--- src/rtl/pipeline_hazard_ctrl_pkg.sv ---
// Shared definitions for the pipeline stall/flush controller.
//   ST_*            : controller state encodings (encoding 3 is unused)
//   REG_ZERO        : hard-wired zero register; never a hazard source
//   CTRL_*_BIT      : control_signals bit positions used by the decode glue
//                     (ex_mem_read is built from CTRL_LOAD_BIT)
package pipe_ctrl_pkg;

  localparam logic [1:0] ST_RUN      = 2'd0;
  localparam logic [1:0] ST_FLUSH    = 2'd1;
  localparam logic [1:0] ST_MEM_WAIT = 2'd2;

  localparam int REG_ZERO = 0;

  localparam int CTRL_LOAD_BIT   = 2;
  localparam int CTRL_STORE_BIT  = 3;
  localparam int CTRL_BRANCH_BIT = 4;

endpackage

--- src/rtl/pipeline_hazard_ctrl_if.sv ---
// Hazard bundle between the pipeline datapath and the hazard controller.
//   ID/EX hazard sources : id_rs, id_rt, id_uses_rs, id_uses_rt, ex_rd,
//                          ex_mem_read, ex_branch_taken, mem_busy
//   Pipeline controls    : pc_enable, if_id_enable, if_id_flush,
//                          id_ex_flush, pipe_hold
// master = datapath side, slave = controller side.
interface pipeline_hazard_ctrl_if #(
  parameter int REG_ADDR_W = 5
);
  logic [REG_ADDR_W-1:0] id_rs;
  logic [REG_ADDR_W-1:0] id_rt;
  logic                  id_uses_rs;
  logic                  id_uses_rt;
  logic [REG_ADDR_W-1:0] ex_rd;
  logic                  ex_mem_read;
  logic                  ex_branch_taken;
  logic                  mem_busy;

  logic                  pc_enable;
  logic                  if_id_enable;
  logic                  if_id_flush;
  logic                  id_ex_flush;
  logic                  pipe_hold;

  modport master (
    output id_rs, id_rt, id_uses_rs, id_uses_rt, ex_rd, ex_mem_read,
           ex_branch_taken, mem_busy,
    input  pc_enable, if_id_enable, if_id_flush, id_ex_flush, pipe_hold
  );

  modport slave (
    input  id_rs, id_rt, id_uses_rs, id_uses_rt, ex_rd, ex_mem_read,
           ex_branch_taken, mem_busy,
    output pc_enable, if_id_enable, if_id_flush, id_ex_flush, pipe_hold
  );
endinterface

--- src/rtl/pipeline_hazard_ctrl_sat_counter.sv ---
// Saturating up-counter for performance monitoring.
//   clk, reset (async, active-high), inc : count one event per cycle
//   count                                : holds at all-ones, never wraps
module sat_counter #(
  parameter int W = 16
) (
  input  logic         clk,
  input  logic         reset,
  input  logic         inc,
  output logic [W-1:0] count
);

  always_ff @(posedge clk or posedge reset) begin
    if (reset) begin
      count <= '0;
    end else if (inc && (count != '1)) begin
      count <= count + W'(1);
    end
  end

endmodule

--- src/rtl/pipeline_hazard_ctrl.sv ---
// Central stall/flush sequencer for the 5-stage pipeline.
//   clk, reset   : clock (rising edge), async active-high reset
//   hz           : hazard bundle (ID/EX hazard sources in, pipe controls out)
//   state        : current controller state
//   stall_count  : cycles with pc_enable=0 since reset (saturating)
//   flush_count  : taken branches applied (saturating)
//
// state       | meaning
// ST_RUN      | normal flow; load-use stalls handled in place
// ST_FLUSH    | squashing the remaining wrong-path fetches after a branch
// ST_MEM_WAIT | pipe frozen on data memory; branches latched as pending
module pipeline_hazard_ctrl
  import pipe_ctrl_pkg::*;
#(
  parameter int REG_ADDR_W     = 5,
  parameter int BRANCH_PENALTY = 2,
  parameter int CNT_W          = 16
) (
  input  logic                 clk,
  input  logic                 reset,
  pipeline_hazard_ctrl_if.slave hz,
  output logic [1:0]           state,
  output logic [CNT_W-1:0]     stall_count,
  output logic [CNT_W-1:0]     flush_count
);

  localparam int FL_W = (BRANCH_PENALTY > 2) ? $clog2(BRANCH_PENALTY) : 1;
  localparam logic [FL_W-1:0] FL_RELOAD = FL_W'(BRANCH_PENALTY - 1);

  logic [1:0]      state_q, state_d;
  logic [FL_W-1:0] flush_left_q, flush_left_d;
  logic            pending_br_q, pending_br_d;

  logic load_use, branch, flush_active, br_apply;
  logic pc_en;

  assign load_use = hz.ex_mem_read
                  & (hz.ex_rd != REG_ADDR_W'(REG_ZERO))
                  & ((hz.id_uses_rs & (hz.id_rs == hz.ex_rd))
                   | (hz.id_uses_rt & (hz.id_rt == hz.ex_rd)));
  assign branch       = hz.ex_branch_taken | pending_br_q;
  assign flush_active = (flush_left_q != '0);
  // Only an unblocked cycle can apply a branch.
  assign br_apply     = ~hz.mem_busy & branch;

  always_ff @(posedge clk or posedge reset) begin
    if (reset) begin
      state_q      <= ST_RUN;
      flush_left_q <= '0;
      pending_br_q <= 1'b0;
    end else begin
      state_q      <= state_d;
      flush_left_q <= flush_left_d;
      pending_br_q <= pending_br_d;
    end
  end

  // Once memory is ready every state (including the unused encoding) is
  // resolved by the same priority chain, so a flush interrupted by
  // MEM_WAIT resumes from flush_left on release.
  always_comb begin
    state_d      = ST_RUN;
    flush_left_d = flush_left_q;
    pending_br_d = pending_br_q;
    if (hz.mem_busy) begin
      state_d      = ST_MEM_WAIT;
      pending_br_d = pending_br_q | hz.ex_branch_taken;
    end else if (branch) begin
      pending_br_d = 1'b0;
      flush_left_d = FL_RELOAD;
      state_d      = (FL_RELOAD != '0) ? ST_FLUSH : ST_RUN;
    end else if (flush_active) begin
      flush_left_d = flush_left_q - FL_W'(1);
      state_d      = (flush_left_q > FL_W'(1)) ? ST_FLUSH : ST_RUN;
    end
  end

  always_comb begin
    pc_en           = 1'b1;
    hz.if_id_enable = 1'b1;
    hz.if_id_flush  = 1'b0;
    hz.id_ex_flush  = 1'b0;
    hz.pipe_hold    = 1'b0;
    if (reset) begin
      pc_en           = 1'b0;
      hz.if_id_enable = 1'b0;
    end else if (hz.mem_busy) begin
      pc_en           = 1'b0;
      hz.if_id_enable = 1'b0;
      hz.pipe_hold    = 1'b1;
    end else if (branch) begin
      hz.if_id_flush  = 1'b1;
      hz.id_ex_flush  = 1'b1;
    end else if (flush_active) begin
      hz.if_id_flush  = 1'b1;
    end else if (load_use) begin
      pc_en           = 1'b0;
      hz.if_id_enable = 1'b0;
      hz.id_ex_flush  = 1'b1;
    end
  end

  assign hz.pc_enable = pc_en;
  assign state        = state_q;

  sat_counter #(.W(CNT_W)) u_stall_cnt (
    .clk   (clk),
    .reset (reset),
    .inc   (~pc_en),
    .count (stall_count)
  );

  sat_counter #(.W(CNT_W)) u_flush_cnt (
    .clk   (clk),
    .reset (reset),
    .inc   (br_apply),
    .count (flush_count)
  );

endmodule

--- src/flat_wrapper.sv ---
// flat-port wrapper written by rule: the top's interface ports become plain ports
module pipeline_hazard_ctrl_flat import pipe_ctrl_pkg::*;
#(
  parameter int REG_ADDR_W     = 5,
  parameter int BRANCH_PENALTY = 2,
  parameter int CNT_W          = 16
)
  (clk, reset, state, stall_count, flush_count, hz_id_rs, hz_id_rt, hz_id_uses_rs, hz_id_uses_rt, hz_ex_rd, hz_ex_mem_read, hz_ex_branch_taken, hz_mem_busy, hz_pc_enable, hz_if_id_enable, hz_if_id_flush, hz_id_ex_flush, hz_pipe_hold);
  pipeline_hazard_ctrl_if #(.REG_ADDR_W(REG_ADDR_W)) hz_i ();
  input  logic clk;
  input  logic reset;
  output logic [1:0] state;
  output logic [CNT_W-1:0] stall_count;
  output logic [CNT_W-1:0] flush_count;
  input wire logic [$bits(hz_i.id_rs)-1:0] hz_id_rs;
  input wire logic [$bits(hz_i.id_rt)-1:0] hz_id_rt;
  input wire logic [$bits(hz_i.id_uses_rs)-1:0] hz_id_uses_rs;
  input wire logic [$bits(hz_i.id_uses_rt)-1:0] hz_id_uses_rt;
  input wire logic [$bits(hz_i.ex_rd)-1:0] hz_ex_rd;
  input wire logic [$bits(hz_i.ex_mem_read)-1:0] hz_ex_mem_read;
  input wire logic [$bits(hz_i.ex_branch_taken)-1:0] hz_ex_branch_taken;
  input wire logic [$bits(hz_i.mem_busy)-1:0] hz_mem_busy;
  output wire logic [$bits(hz_i.pc_enable)-1:0] hz_pc_enable;
  output wire logic [$bits(hz_i.if_id_enable)-1:0] hz_if_id_enable;
  output wire logic [$bits(hz_i.if_id_flush)-1:0] hz_if_id_flush;
  output wire logic [$bits(hz_i.id_ex_flush)-1:0] hz_id_ex_flush;
  output wire logic [$bits(hz_i.pipe_hold)-1:0] hz_pipe_hold;
  assign hz_i.id_rs = hz_id_rs;
  assign hz_i.id_rt = hz_id_rt;
  assign hz_i.id_uses_rs = hz_id_uses_rs;
  assign hz_i.id_uses_rt = hz_id_uses_rt;
  assign hz_i.ex_rd = hz_ex_rd;
  assign hz_i.ex_mem_read = hz_ex_mem_read;
  assign hz_i.ex_branch_taken = hz_ex_branch_taken;
  assign hz_i.mem_busy = hz_mem_busy;
  assign hz_pc_enable = hz_i.pc_enable;
  assign hz_if_id_enable = hz_i.if_id_enable;
  assign hz_if_id_flush = hz_i.if_id_flush;
  assign hz_id_ex_flush = hz_i.id_ex_flush;
  assign hz_pipe_hold = hz_i.pipe_hold;
  pipeline_hazard_ctrl #(.REG_ADDR_W(REG_ADDR_W), .BRANCH_PENALTY(BRANCH_PENALTY), .CNT_W(CNT_W)) u_core (.clk(clk), .reset(reset), .hz(hz_i), .state(state), .stall_count(stall_count), .flush_count(flush_count));
endmodule
--- config.mk ---
export PLATFORM = sky130hd
export DESIGN_NAME = pipeline_hazard_ctrl_flat
export DESIGN_NICKNAME = d
export VERILOG_FILES = /design/src/rtl/pipeline_hazard_ctrl_pkg.sv /design/src/rtl/pipeline_hazard_ctrl_if.sv /design/src/rtl/pipeline_hazard_ctrl_sat_counter.sv /design/src/rtl/pipeline_hazard_ctrl.sv /design/src/flat_wrapper.sv
export SDC_FILE = /design/constraint.sdc
export NUM_CORES = 1
export LEC_CHECK = 0
export CORE_MARGIN = 2
export CORE_UTILIZATION = 40
export CTS_BUF_LIST = sky130_fd_sc_hd__clkbuf_8
export DETAILED_ROUTE_END_ITERATION = 16
export DONT_BUFFER_PORTS = 1
export PLACE_DENSITY = 0.59
export SKIP_LAST_GASP = 1
export SLEW_MARGIN = 20
export SYNTH_ARGS = -nofsm -noshare
export SYNTH_HDL_FRONTEND = slang
export SYNTH_SLANG_ARGS = --single-unit
--- constraint.sdc ---
create_clock -name clk -period 2.6 [get_ports clk]
set_input_delay 0.65 -clock clk [delete_from_list [all_inputs] [get_ports clk]]
set_output_delay 0.65 -clock clk [all_outputs]
set_load 0.01 [all_outputs]
**After elaboration in Yosys (flattened, before gate mapping)**

Index checks and enable logic that the tools add are counted.

- Reductions and logical operators: 4
- Mux-type cells: 24
- $lt $le $gt $ge: 1
- Bitwise logic cells: 9
- Equal/unequal tests: 4
- $add $sub $neg: 3

Operators by type and width:

| operator | number |
|---|---|
| 16-bit by 1-bit adder with 16-bit output, second input constant | 2 |
| 16-bit inequality test, second input constant | 2 |
| 1-bit two-way mux | 21 |
| 5-bit == test | 2 |
| 2-bit two-way mux | 3 |
| 1-bit AND | 5 |
| 5-bit nonzero test | 1 |
| 1-bit logical AND | 2 |
| 1-bit inverter | 2 |
| 1-bit OR | 2 |
| 2-bit nonzero test | 1 |
| 1-bit > comparator, second input constant | 1 |
| 1-bit subtractor, second input constant | 1 |

- Register bits after elaboration: 36

**Depth between registers and ports, before layout**

- Depth in word-level cells: 11
- Mapped depth: 8
- Gate-level depth less buffers: 6

**Modules after synthesis**

From an unflattened synthesis, not the netlist that was laid out.

- Cells, all modules: 180
- Area total of the unflattened synthesis: 1939.4 µm²

By module, submodules not included:

| module | seq. area each (µm²) | area each (µm²) | instances | cells each |
|---|---|---|---|---|
| sat_counter | 400.4 | 805.8 | 2 | 71 |
| pipeline_hazard_ctrl | 100.1 | 327.8 | 1 | 38 |

**Worst setup path after synthesis**

Ideal clock, no wire load.

- Path type: input port to output port
- Start point: input hz_ex_rd[1]
- End point: output hz_pc_enable
- Buffers on the path: 3
- Slack: -0.195 ns
- Data required time: 1.950 ns
- Arrival time: 2.145 ns
- Stages: 7
- Path through: or3_1 o311a_1 a311o_1 buf_6 buf_8 inv_1 buf_4

- Longest elaborated chain between the ends: 9

Ends and longest elaborated chain:

| item | RTL line | RTL |
|---|---|---|
| from (decl) | flat_wrapper.sv:19 | `input wire logic [$bits(hz_i.ex_rd)-1:0] hz_ex_rd;` |
| 5-bit == test (on tied branches) | pipeline_hazard_ctrl.sv:39, pipeline_hazard_ctrl.sv:40 |  |
| 1-bit AND (on tied branches) | pipeline_hazard_ctrl.sv:39, pipeline_hazard_ctrl.sv:40 |  |
| 1-bit OR | pipeline_hazard_ctrl.sv:40 | `\| (hz.id_uses_rt & (hz.id_rt == hz.ex_rd)));` |
| 1-bit AND (*) | pipeline_hazard_ctrl.sv:39 | `& ((hz.id_uses_rs & (hz.id_rs == hz.ex_rd))` |
| 1-bit two-way mux (*) (5 in a row) | - |  |
| to (decl) | flat_wrapper.sv:23 | `output wire logic [$bits(hz_i.pc_enable)-1:0] hz_pc_enable;` |

Every way passes the cells marked *; elsewhere a longest branch is shown, timed or not.

**Worst setup path after layout**

Same ends and word-level chain as after synthesis.

==> flow_summary.ini <==
[logic_synthesis]
ys_seq_area_frac = 0.505
avgSynthCellArea_um2 = 10.6
synth_most_common_cell = dfrtp_1
synth-edff-count = 0
synth_area_leaders = dfrtp_1, xnor2_1, nand4_1, nand3_1, nand2_1
synthArstFlopShare = 1.00
syn_inst = 168
yosys-top-cells-count = dfrtp_1, xnor2_1, nand4_1
synth_top_cell_by_area = dfrtp_1
synth_cell_types = 31
synth_top_area_share = 0.505
synthFlopType = dfrtp_1
synth_area_mm2 = 0.00178
synth_nets = 192
ys_seq_elements = 36
yosys_warnings = 0

[floorplan]
dieHeight_um = 70.8
die_x_um = 70.8
rows = 24
dieArea_mm2 = 0.00501
initial_utilization = 0.413
coreArea_mm2 = 0.00432
ioPinCount = 61

[global_route]
grt_pass1_vias = 1372
grt_use_total = 0.159
grt_max_degree = 37
grt_pass1_wl_um = 6330
antenna_found_initial = 0
grt_overflow_total = 0

[cts]
clkTransAtPathRegs_ns = 0.07
numCtsBuffers = 5
htree_num_levels = 2
post_cts_buffers = 0
insertion_delay_ns = 0.28
ctsRootBufferMaster = clkbuf_8
cts_tree = built
cts-resized-gates = 0
clock-sinks = 36
cts_buffer_depth = 2
cts.hold.buffers_added = 0

[final_layout]
layout.nets = 199
seqCellArea_um2 = 901
fin_cells = 228
fillers = 443
n_antenna_cell = 0
drive_gt1_frac = 0.0909
multi_input_area_um2 = 823
area_growth_pct = 8.49

[timing]
timing.fmax_mhz = 401
hold_violations = 0
clock_skew_ns = 0.00902
min_period_ns = 2.49
fin_setup_tns_ns = 0
slew_viol_final = 0
fin_crit_sh = 0.959
worst_pin_slew_ns = 0.991
grt_setup_unrepaired = false
finalSetupViolCount = 0
relSlewSlack = 0.333

[worst_setup_path]
cp.arrival_ns = 1.84
worstSetupEndpointType = output pin
criticalPathCategory = input pin to output pin
critPathLaunchType = input pin
crit_required_ns = 1.95
slowest_stage = or3_1
crit_fanout = 3
cp_top_family = compound AO/OA/AOI/OAI gates
path_buf_inv = 1
slowest_delay_ns = 0.38
worstPathCellList = or3_1 > o311a_1 > a311o_1 > inv_2

[detailed_routing]
vias_per_cell = 5.57
drtAntennaViolNets = 0
drt_pass1_iterations = 4
num_vias = 1269
routedWlPerCell_um = 15.9
post-route-drc-count = 0
drt_iter0_drc = 83
routed_wl_um = 3630

[run_status]
status = completed

[pwr]
peakVddDrop_mv = 0.337
power_density_mw_per_mm2 = 805
p_leak_nw = 0.799

[place]
hpwl_um = 2700
portBuffers = 0
place_congestion = 0.861
dp.cells = 220

[job]
drv_cap = 0

[worst_hold_path]
hp-class = input pin to asynchronous set/reset pin
-- final timing paths --
| path | startpoint | to | slack, ns | cells past startpoint |
|---|---|---|---|---|
| max | hz_ex_rd[1] | hz_pc_enable | 0.11 | 4 |
| min | reset | u_core.pending_br_q | 0.35 | 2 |
| max reg2reg | u_core.u_flush_cnt.count[0] | u_core.u_flush_cnt.count[15] | 0.40 | 6 |
| min reg2reg | u_core.u_stall_cnt.count[9] | u_core.u_stall_cnt.count[9] | 0.55 | 1 |
| max in group asynchronous | reset | u_core.flush_active | 1.93 | 2 |
| min in group clk | hz_mem_busy | u_core.state[1] | 0.40 | 0 |
-- power breakdown --
group | switching [mW] | internal (mW)
clock | 0.198 | 0.211
sequential | 0.213 | 0.671
combinational | 0.119 | 0.146
-- metal layers --
| layer | global-route usage | up-vias | wire [um] |
|---|---|---|---|
| li1 | - | 602 | - |
| met1 | 0.191 | 613 | 1470 |
| met2 | 0.261 | 46 | 1840 |
| met3 | 0.0655 | 8 | 266 |
| met4 | 0.0482 | 0 | 61 |
| met5 | 0 | - | 0 |
-- registers in the layout (all words and copies together) (netlist names) --
name	cells
u_core.u_flush_cnt.count	16
u_core.u_stall_cnt.count	16
u_core.pending_br_q	1
u_core.flush_active	1
u_core.state	2
-- placed cells by master, fill, tap and decap left out --
master	n
and3_1	3
o22ai_1	1
o21ai_0	1
xnor2_1	33
inv_2	1
a31oi_1	3
and3_4	1
nor3_1	7
nor2_1	8
nand3_1	12
mux2_2	2
clkbuf_8	6
nand3_2	1
nor2b_1	3
buf_4	4
a21oi_1	3
nand3b_1	1
and2_1	1
and4_1	1
xor2_1	4
inv_1	6
dfrtp_1	36
a211oi_1	3
nand4_1	15
nand2_1	12
o311a_1	1
nor4_1	2
a311o_1	1
ha_1	2
or3_1	1
clkinvlp_4	1
-- cells by family (layout without fill, tap and decap cells) --
logic type	Yosys count	in the layout	share of synthesized area
buffers and inverters	10	18	0.0337
adders and majority gates	2	2	0.0140
and+or+nand+nor	68	68	0.204
DFF	36	36	0.505
AOI/OAI and AO/OA	13	13	0.0491
xor gates and xnor gates	37	37	0.182
muxes	2	2	0.0126
-- layout make-up --
type                    instances  area share
multi-input cells             122       0.425
flip-flops and latches         36       0.465
well taps                      52      0.0336
clock inverters                 2     0.00582
clock buffers                   6      0.0427
repair buffers                  4      0.0155
inverters                       6      0.0116
-- stage by stage --
| stage | total power [mW] | setup slack [ns] | hold WS [ns] | area (um2) | util |
|---|---|---|---|---|---|
| after floorplan | 1.09 | -0.108 | 0.502 | 1780 | - |
| after detailed placement | 1.17 | 0.0992 | 0.528 | 1840 | 0.426 |
| after global placement | 1.15 | 0.117 | 0.520 | 1840 | 0.426 |
| after global routing | 1.67 | 0.0716 | 0.382 | 1940 | 0.448 |
| final | 1.56 | 0.106 | 0.354 | 1940 | 0.448 |
| after CTS | 1.59 | 0.0959 | 0.364 | 1940 | 0.448 |
(Power assumes the default switching activity.)
